**src/rtl/light_gen_multi.sv**
```systemverilog
// light_gen_multi: NUM_CH independent light/tick channels (OFF/ON/PWM/ONESHOT) stepped by a shared prescaler.
// Latency: config visible on o_light the cycle after acceptance; o_tick is registered, one cycle after the event edge.
// Backpressure: o_cfg_ready is low only in reset and on the first edge after release; writes to ch >= NUM_CH are dropped.
module light_gen_multi #(
  parameter int NUM_CH   = 4,
  parameter int CNT_W    = 25,
  parameter int PRESCALE = 1,
  parameter int CH_W     = (NUM_CH > 1) ? $clog2(NUM_CH) : 1
) (
  input  logic              i_clk,
  input  logic              i_rst,
  input  logic              i_en,
  input  logic              i_cfg_valid,
  output logic              o_cfg_ready,
  input  logic [CH_W-1:0]   i_cfg_ch,
  input  logic [1:0]        i_cfg_mode,
  input  logic [CNT_W-1:0]  i_cfg_period,
  input  logic [CNT_W-1:0]  i_cfg_duty,
  output logic [NUM_CH-1:0] o_light,
  output logic [NUM_CH-1:0] o_tick
);

  localparam logic [1:0] MODE_OFF     = 2'd0;
  localparam logic [1:0] MODE_ON      = 2'd1;
  localparam logic [1:0] MODE_PWM     = 2'd2;
  localparam logic [1:0] MODE_ONESHOT = 2'd3;

  localparam int              PRE_W    = (PRESCALE > 1) ? $clog2(PRESCALE) : 1;
  localparam logic [PRE_W-1:0] PRE_LAST = PRE_W'(PRESCALE - 1);

  logic              ready_q, ready_d;
  logic [PRE_W-1:0]  pre_q, pre_d;
  logic              strobe;
  logic              cfg_acc;

  logic [1:0]        mode_q   [NUM_CH];
  logic [1:0]        mode_d   [NUM_CH];
  logic [CNT_W-1:0]  period_q [NUM_CH];
  logic [CNT_W-1:0]  period_d [NUM_CH];
  logic [CNT_W-1:0]  duty_q   [NUM_CH];
  logic [CNT_W-1:0]  duty_d   [NUM_CH];
  logic [CNT_W-1:0]  cnt_q    [NUM_CH];
  logic [CNT_W-1:0]  cnt_d    [NUM_CH];
  logic [CNT_W:0]    cnt_inc  [NUM_CH];
  logic [NUM_CH-1:0] wrap;
  logic [NUM_CH-1:0] done_q, done_d;
  logic [NUM_CH-1:0] tick_q, tick_d;

  // Global prescaler, strobe generation and config handshake
  always_comb begin
    ready_d = 1'b1;
    cfg_acc = i_cfg_valid && ready_q;
    strobe  = i_en && (pre_q == PRE_LAST);
    pre_d   = pre_q;
    if (i_en) begin
      pre_d = strobe ? '0 : pre_q + PRE_W'(1);
    end
  end

  // Per-channel increment and PWM wrap detect; period 0 behaves as period 1
  always_comb begin
    for (int c = 0; c < NUM_CH; c++) begin
      cnt_inc[c] = {1'b0, cnt_q[c]} + (CNT_W+1)'(1);
      wrap[c]    = (period_q[c] == '0) ? 1'b1 : (cnt_q[c] == period_q[c] - CNT_W'(1));
    end
  end

  // Per-channel next state: a write to the channel wins over a step on the same edge
  always_comb begin
    tick_d = '0;
    done_d = done_q;
    for (int c = 0; c < NUM_CH; c++) begin
      mode_d[c]   = mode_q[c];
      period_d[c] = period_q[c];
      duty_d[c]   = duty_q[c];
      cnt_d[c]    = cnt_q[c];
      if (cfg_acc && (int'(i_cfg_ch) == c)) begin
        mode_d[c]   = i_cfg_mode;
        period_d[c] = i_cfg_period;
        duty_d[c]   = i_cfg_duty;
        cnt_d[c]    = '0;
        // A zero-length one-shot is finished before it starts: no light, no tick
        done_d[c]   = (i_cfg_mode == MODE_ONESHOT) && (i_cfg_duty == '0);
      end else if (strobe) begin
        case (mode_q[c])
          MODE_PWM: begin
            if (wrap[c]) begin
              cnt_d[c]  = '0;
              tick_d[c] = 1'b1;
            end else begin
              cnt_d[c] = cnt_inc[c][CNT_W-1:0];
            end
          end
          MODE_ONESHOT: begin
            if (!done_q[c]) begin
              if (cnt_inc[c] >= {1'b0, duty_q[c]}) begin
                done_d[c] = 1'b1;
                tick_d[c] = 1'b1;
              end else begin
                cnt_d[c] = cnt_inc[c][CNT_W-1:0];
              end
            end
          end
          default: cnt_d[c] = '0;
        endcase
      end
    end
  end

  // Light level decoded purely from registered state
  always_comb begin
    o_light = '0;
    for (int c = 0; c < NUM_CH; c++) begin
      case (mode_q[c])
        MODE_OFF:     o_light[c] = 1'b0;
        MODE_ON:      o_light[c] = 1'b1;
        MODE_PWM:     o_light[c] = (cnt_q[c] < duty_q[c]);
        default:      o_light[c] = (cnt_q[c] < duty_q[c]) && !done_q[c];
      endcase
    end
  end

  assign o_tick      = tick_q;
  assign o_cfg_ready = ready_q;

  // State registers with asynchronous reset
  always_ff @(posedge i_clk or posedge i_rst) begin
    if (i_rst) begin
      ready_q <= 1'b0;
      pre_q   <= '0;
      done_q  <= '0;
      tick_q  <= '0;
      for (int c = 0; c < NUM_CH; c++) begin
        mode_q[c]   <= MODE_OFF;
        period_q[c] <= '0;
        duty_q[c]   <= '0;
        cnt_q[c]    <= '0;
      end
    end else begin
      ready_q <= ready_d;
      pre_q   <= pre_d;
      done_q  <= done_d;
      tick_q  <= tick_d;
      for (int c = 0; c < NUM_CH; c++) begin
        mode_q[c]   <= mode_d[c];
        period_q[c] <= period_d[c];
        duty_q[c]   <= duty_d[c];
        cnt_q[c]    <= cnt_d[c];
      end
    end
  end

endmodule

```
**config.mk**
```make
export PLATFORM = sky130hd
export DESIGN_NAME = light_gen_multi
export DESIGN_NICKNAME = d
export VERILOG_FILES = /design/src/rtl/light_gen_multi.sv
export SDC_FILE = /design/constraint.sdc
export NUM_CORES = 1
export LEC_CHECK = 0
export BUFFER_PORTS_ARGS = -buffer_cell sky130_fd_sc_hd__buf_2
export CORE_UTILIZATION = 43
export CTS_CLUSTER_DIAMETER = 200
export DETAILED_ROUTE_END_ITERATION = 10
export SYNTH_ARGS = -nofsm -noshare
export SYNTH_HDL_FRONTEND = slang
export SYNTH_SLANG_ARGS = --single-unit
```
**constraint.sdc**
```tcl
create_clock -name i_clk -period 9.4 [get_ports i_clk]
set_input_delay 0.94 -clock i_clk [delete_from_list [all_inputs] [get_ports i_clk]]
set_output_delay 0.94 -clock i_clk [all_outputs]
set_load 0.05 [all_outputs]
```
==> impl_metrics.toml <==
[run_status]
status = "finished clean"

[clocking]
root_buffer = "clkbuf_16"
cts.clk_slew.worst_paths_ps = 60
hold_buffers = 0
clk_path_buf_depth = 3
cts-resized-gates = 0
post_cts_buffers = 0
clock_sinks = 318
cts_tree = "yes"
cts-buffers-inserted = 39
htree_num_levels = 2
clk_latency_ps = 580

[die]
die_area_um2 = 53660
ioPinCount = 67
fp.dieH_um = 231.6
start_util_pct = 43.85
placementRows = 83
die_w_um = 231.6
core-area_um2 = 51720

[sta]
rsz0062_at_grt = "no"
slew_viol_final = 0
final.min_clock_period_ps = 4950
finClkSkew_ps = 20.21
setup_violations = 0
hold_viol = 0
clock.fmax_mhz = 202.0
post-route-period-util_pct = 52.66
fin_setup_tns_ps = 0
tightest_slew_ps = 1200
relSlewSlack_pct = 19.97

[global_route]
grt_max_degree = 75
grt_usage_pct = 26.26
grt_pass1_wl_um = 108100
grt_antenna_before_repair = 2
grt_pass1_vias = 18440
gr-total-overflow = 0

[logic_synthesis]
synth_cell_type_count = 84
synthArstFlopShare_pct = 100.0
synth_nets = 2639
synthFlopType = "dfrtp_1"
synthXorXnorAreaFrac_pct = 7.377
seq_area_frac_synth_pct = 35.09
ys_ff_latch = 318
yosys.area_share.simple_pct = 17.65
syn_inst = 2373
synth_compound_area_share_pct = 14.55
synth_edf_count = 0
synth_mux_area_share_pct = 9.491
synth_fa_ha_area_share_pct = 11.48
syn_avg_cell_area_um2 = 9.556
synth_warnings = 0
synth_top_family_by_area = "simple AND/OR/NAND/NOR gates"
synth_area_um2 = 22680

[cells_and_area]
fill_cells = 4753
syn_to_final_growth_pct = 10.37
register_area_um2 = 7958
drive_above_1_share_pct = 15.70
final_common_cell = "dfrtp_1"
multi_input_area_um2 = 13760
nNetsFinal = 2659
final_cell_mix = "318 x dfrtp_1, 208 x ha_1, 183 x mux2_2"
final_core_util_pct = 48.39

[critical_path]
critPathMaxFanout = 17
required_ps = 9830
crit_type = "reg -> reg"
crit_path_start_kind = "flop"
cp.arrival_ps = 5380
end_kind = "flop"

[route]
dr.pass1.iters = 5
route.detailed.drc = 0
drt-initial-drc-count = 1701
wl_per_cell_um = 22.29
drt-total-wl_um = 69250
vias_per_cell = 6.005
final_antenna_net_count = 0
vias = 18660

[place]
gp_congestion = 0.9398
dp_hpwl_um = 50190
port_buffers = 66

[pwr]
p_leak_nw = 11.53
vdd_drop_max_uv = 105.3
powerDensity_nw_per_um2 = 186.7

[worst_hold_path]
hold_class = "in -> async"

[job]
cap_violations = 0
cell usage after synthesis, types with 10 or more instances:
cell       count  area (um^2)
o211ai_1      15        112.6
or3_1         23        143.9
nor2b_1       31        193.9
a21oi_1       86        430.4
o31ai_1       17        127.6
nand2b_1      26        162.7
nor4_1        34        212.7
nor3_1        47        235.2
o21ai_0      110        550.5
or4_1         25        187.7
o2111ai_1     10        87.58
and3_1        46        287.8
and2_1        10        62.56
nand3_1       78        390.4
a31oi_1       20        125.1
o21a_1        20        150.1
ha_1         208         2603
a22o_1        53        464.2
xnor2_1      124         1086
clkbuf_1      89        334.1
or2_2         12        75.07
and4_1        12        105.1
nand2_1      161        604.3
nor2_1        89        334.1
a21o_1        39        292.8
nand3b_1      11        82.58
nand4_1       65        406.6
inv_1        150        563.0
mux2_2       183         2061
o22ai_1       12        75.07
xor2_1        67        586.8
dfrtp_1      318         7958
final timing paths:
check | from | cells past startpoint | end | slack, ps
setup reg to reg | cnt_q[52] | 17 | cnt_q[61] | 4450
setup / recovery | cnt_q[52] | 17 | cnt_q[61] | 4450
min in group i_clk | duty_q[32] | 1 | duty_q[32] | 500
max in group asynchronous | i_rst | 4 | duty_q[21] | 7220
hold / removal | i_rst | 2 | period_q[52] | 280
hold reg to reg | duty_q[32] | 1 | duty_q[32] | 500
per-stage QoR:
| stage | worst slack (ps) | total power, W | std cells | hold slack [ps] | instance area (um^2) |
|---|---|---|---|---|---|
| 3_5_place_dp | 4606 | 0.002977 | 3032 | 492.7 | 23590 |
| 5_1_grt | 4132 | 0.004910 | 3100 | 293.0 | 25010 |
| 2_1_floorplan | 4221 | 0.002615 | 2373 | 464.9 | 22680 |
| 6_report | 4450 | 0.004673 | 3107 | 284.0 | 25030 |
| 3_3_place_gp | 4689 | 0.002940 | 3032 | 489.1 | 23590 |
| 4_1_cts | 4564 | 0.004692 | 3100 | 261.8 | 25010 |
layout make-up:
cell class                 count  area share, %
clock inverter                19          1.240
inverter                     150          2.265
sequential                   318          31.80
timing repair buffer          83          1.830
multi-input combinational   1801          54.98
clock buffer                  49          4.420
tap                          680          3.400
antenna                        7        0.06999
registers in the layout (all words and copies together) (netlist names):
signal	flops
cnt_q	100
done_q	4
duty_q	100
mode_q	8
o_cfg_ready	1
o_tick	4
period_q	100
pre_q	1
worst max-delay path: stages (launching register included):
cell	delay (ps)
dfrtp_1	560
and3_1	290
nand4_1	320
or3_1	620
nor2_1	170
xnor2_1	160
inv_1	70
ha_1	290
a21oi_1	130
o21ai_0	110
a21oi_1	120
o221ai_1	140
a2111oi_0	680
nor2_1	330
buf_4	310
a31o_2	230
o21ai_0	180
o31ai_1	100
kinds of logic after synthesis:
logic type / Yosys count
and+or+nand+nor: 723
AOI/OAI and AO/OA: 486
buffers and inverters: 254
muxes: 192
other: 1
DFF: 318
adders and majority gates: 208
xor gates and xnor gates: 191
power by group:
| part | leakage (nW) | total [W] | switching (W) | internal (W) |
|---|---|---|---|---|
| Clock | 0.690 | 0.00170 | 0.000647 | 0.00105 |
| Combinational | 6.81 | 0.00116 | 0.000660 | 0.000497 |
| Sequential | 4.03 | 0.00182 | 0.000246 | 0.00157 |
routing by layer:
metal	routed length [um]	global-route usage, %
met1	30560	34.90
met2	31330	41.58
met3	4217	4.269
met4	3131	12.52
met5	0	0
Note: power is estimated with default switching activity, not from simulation.
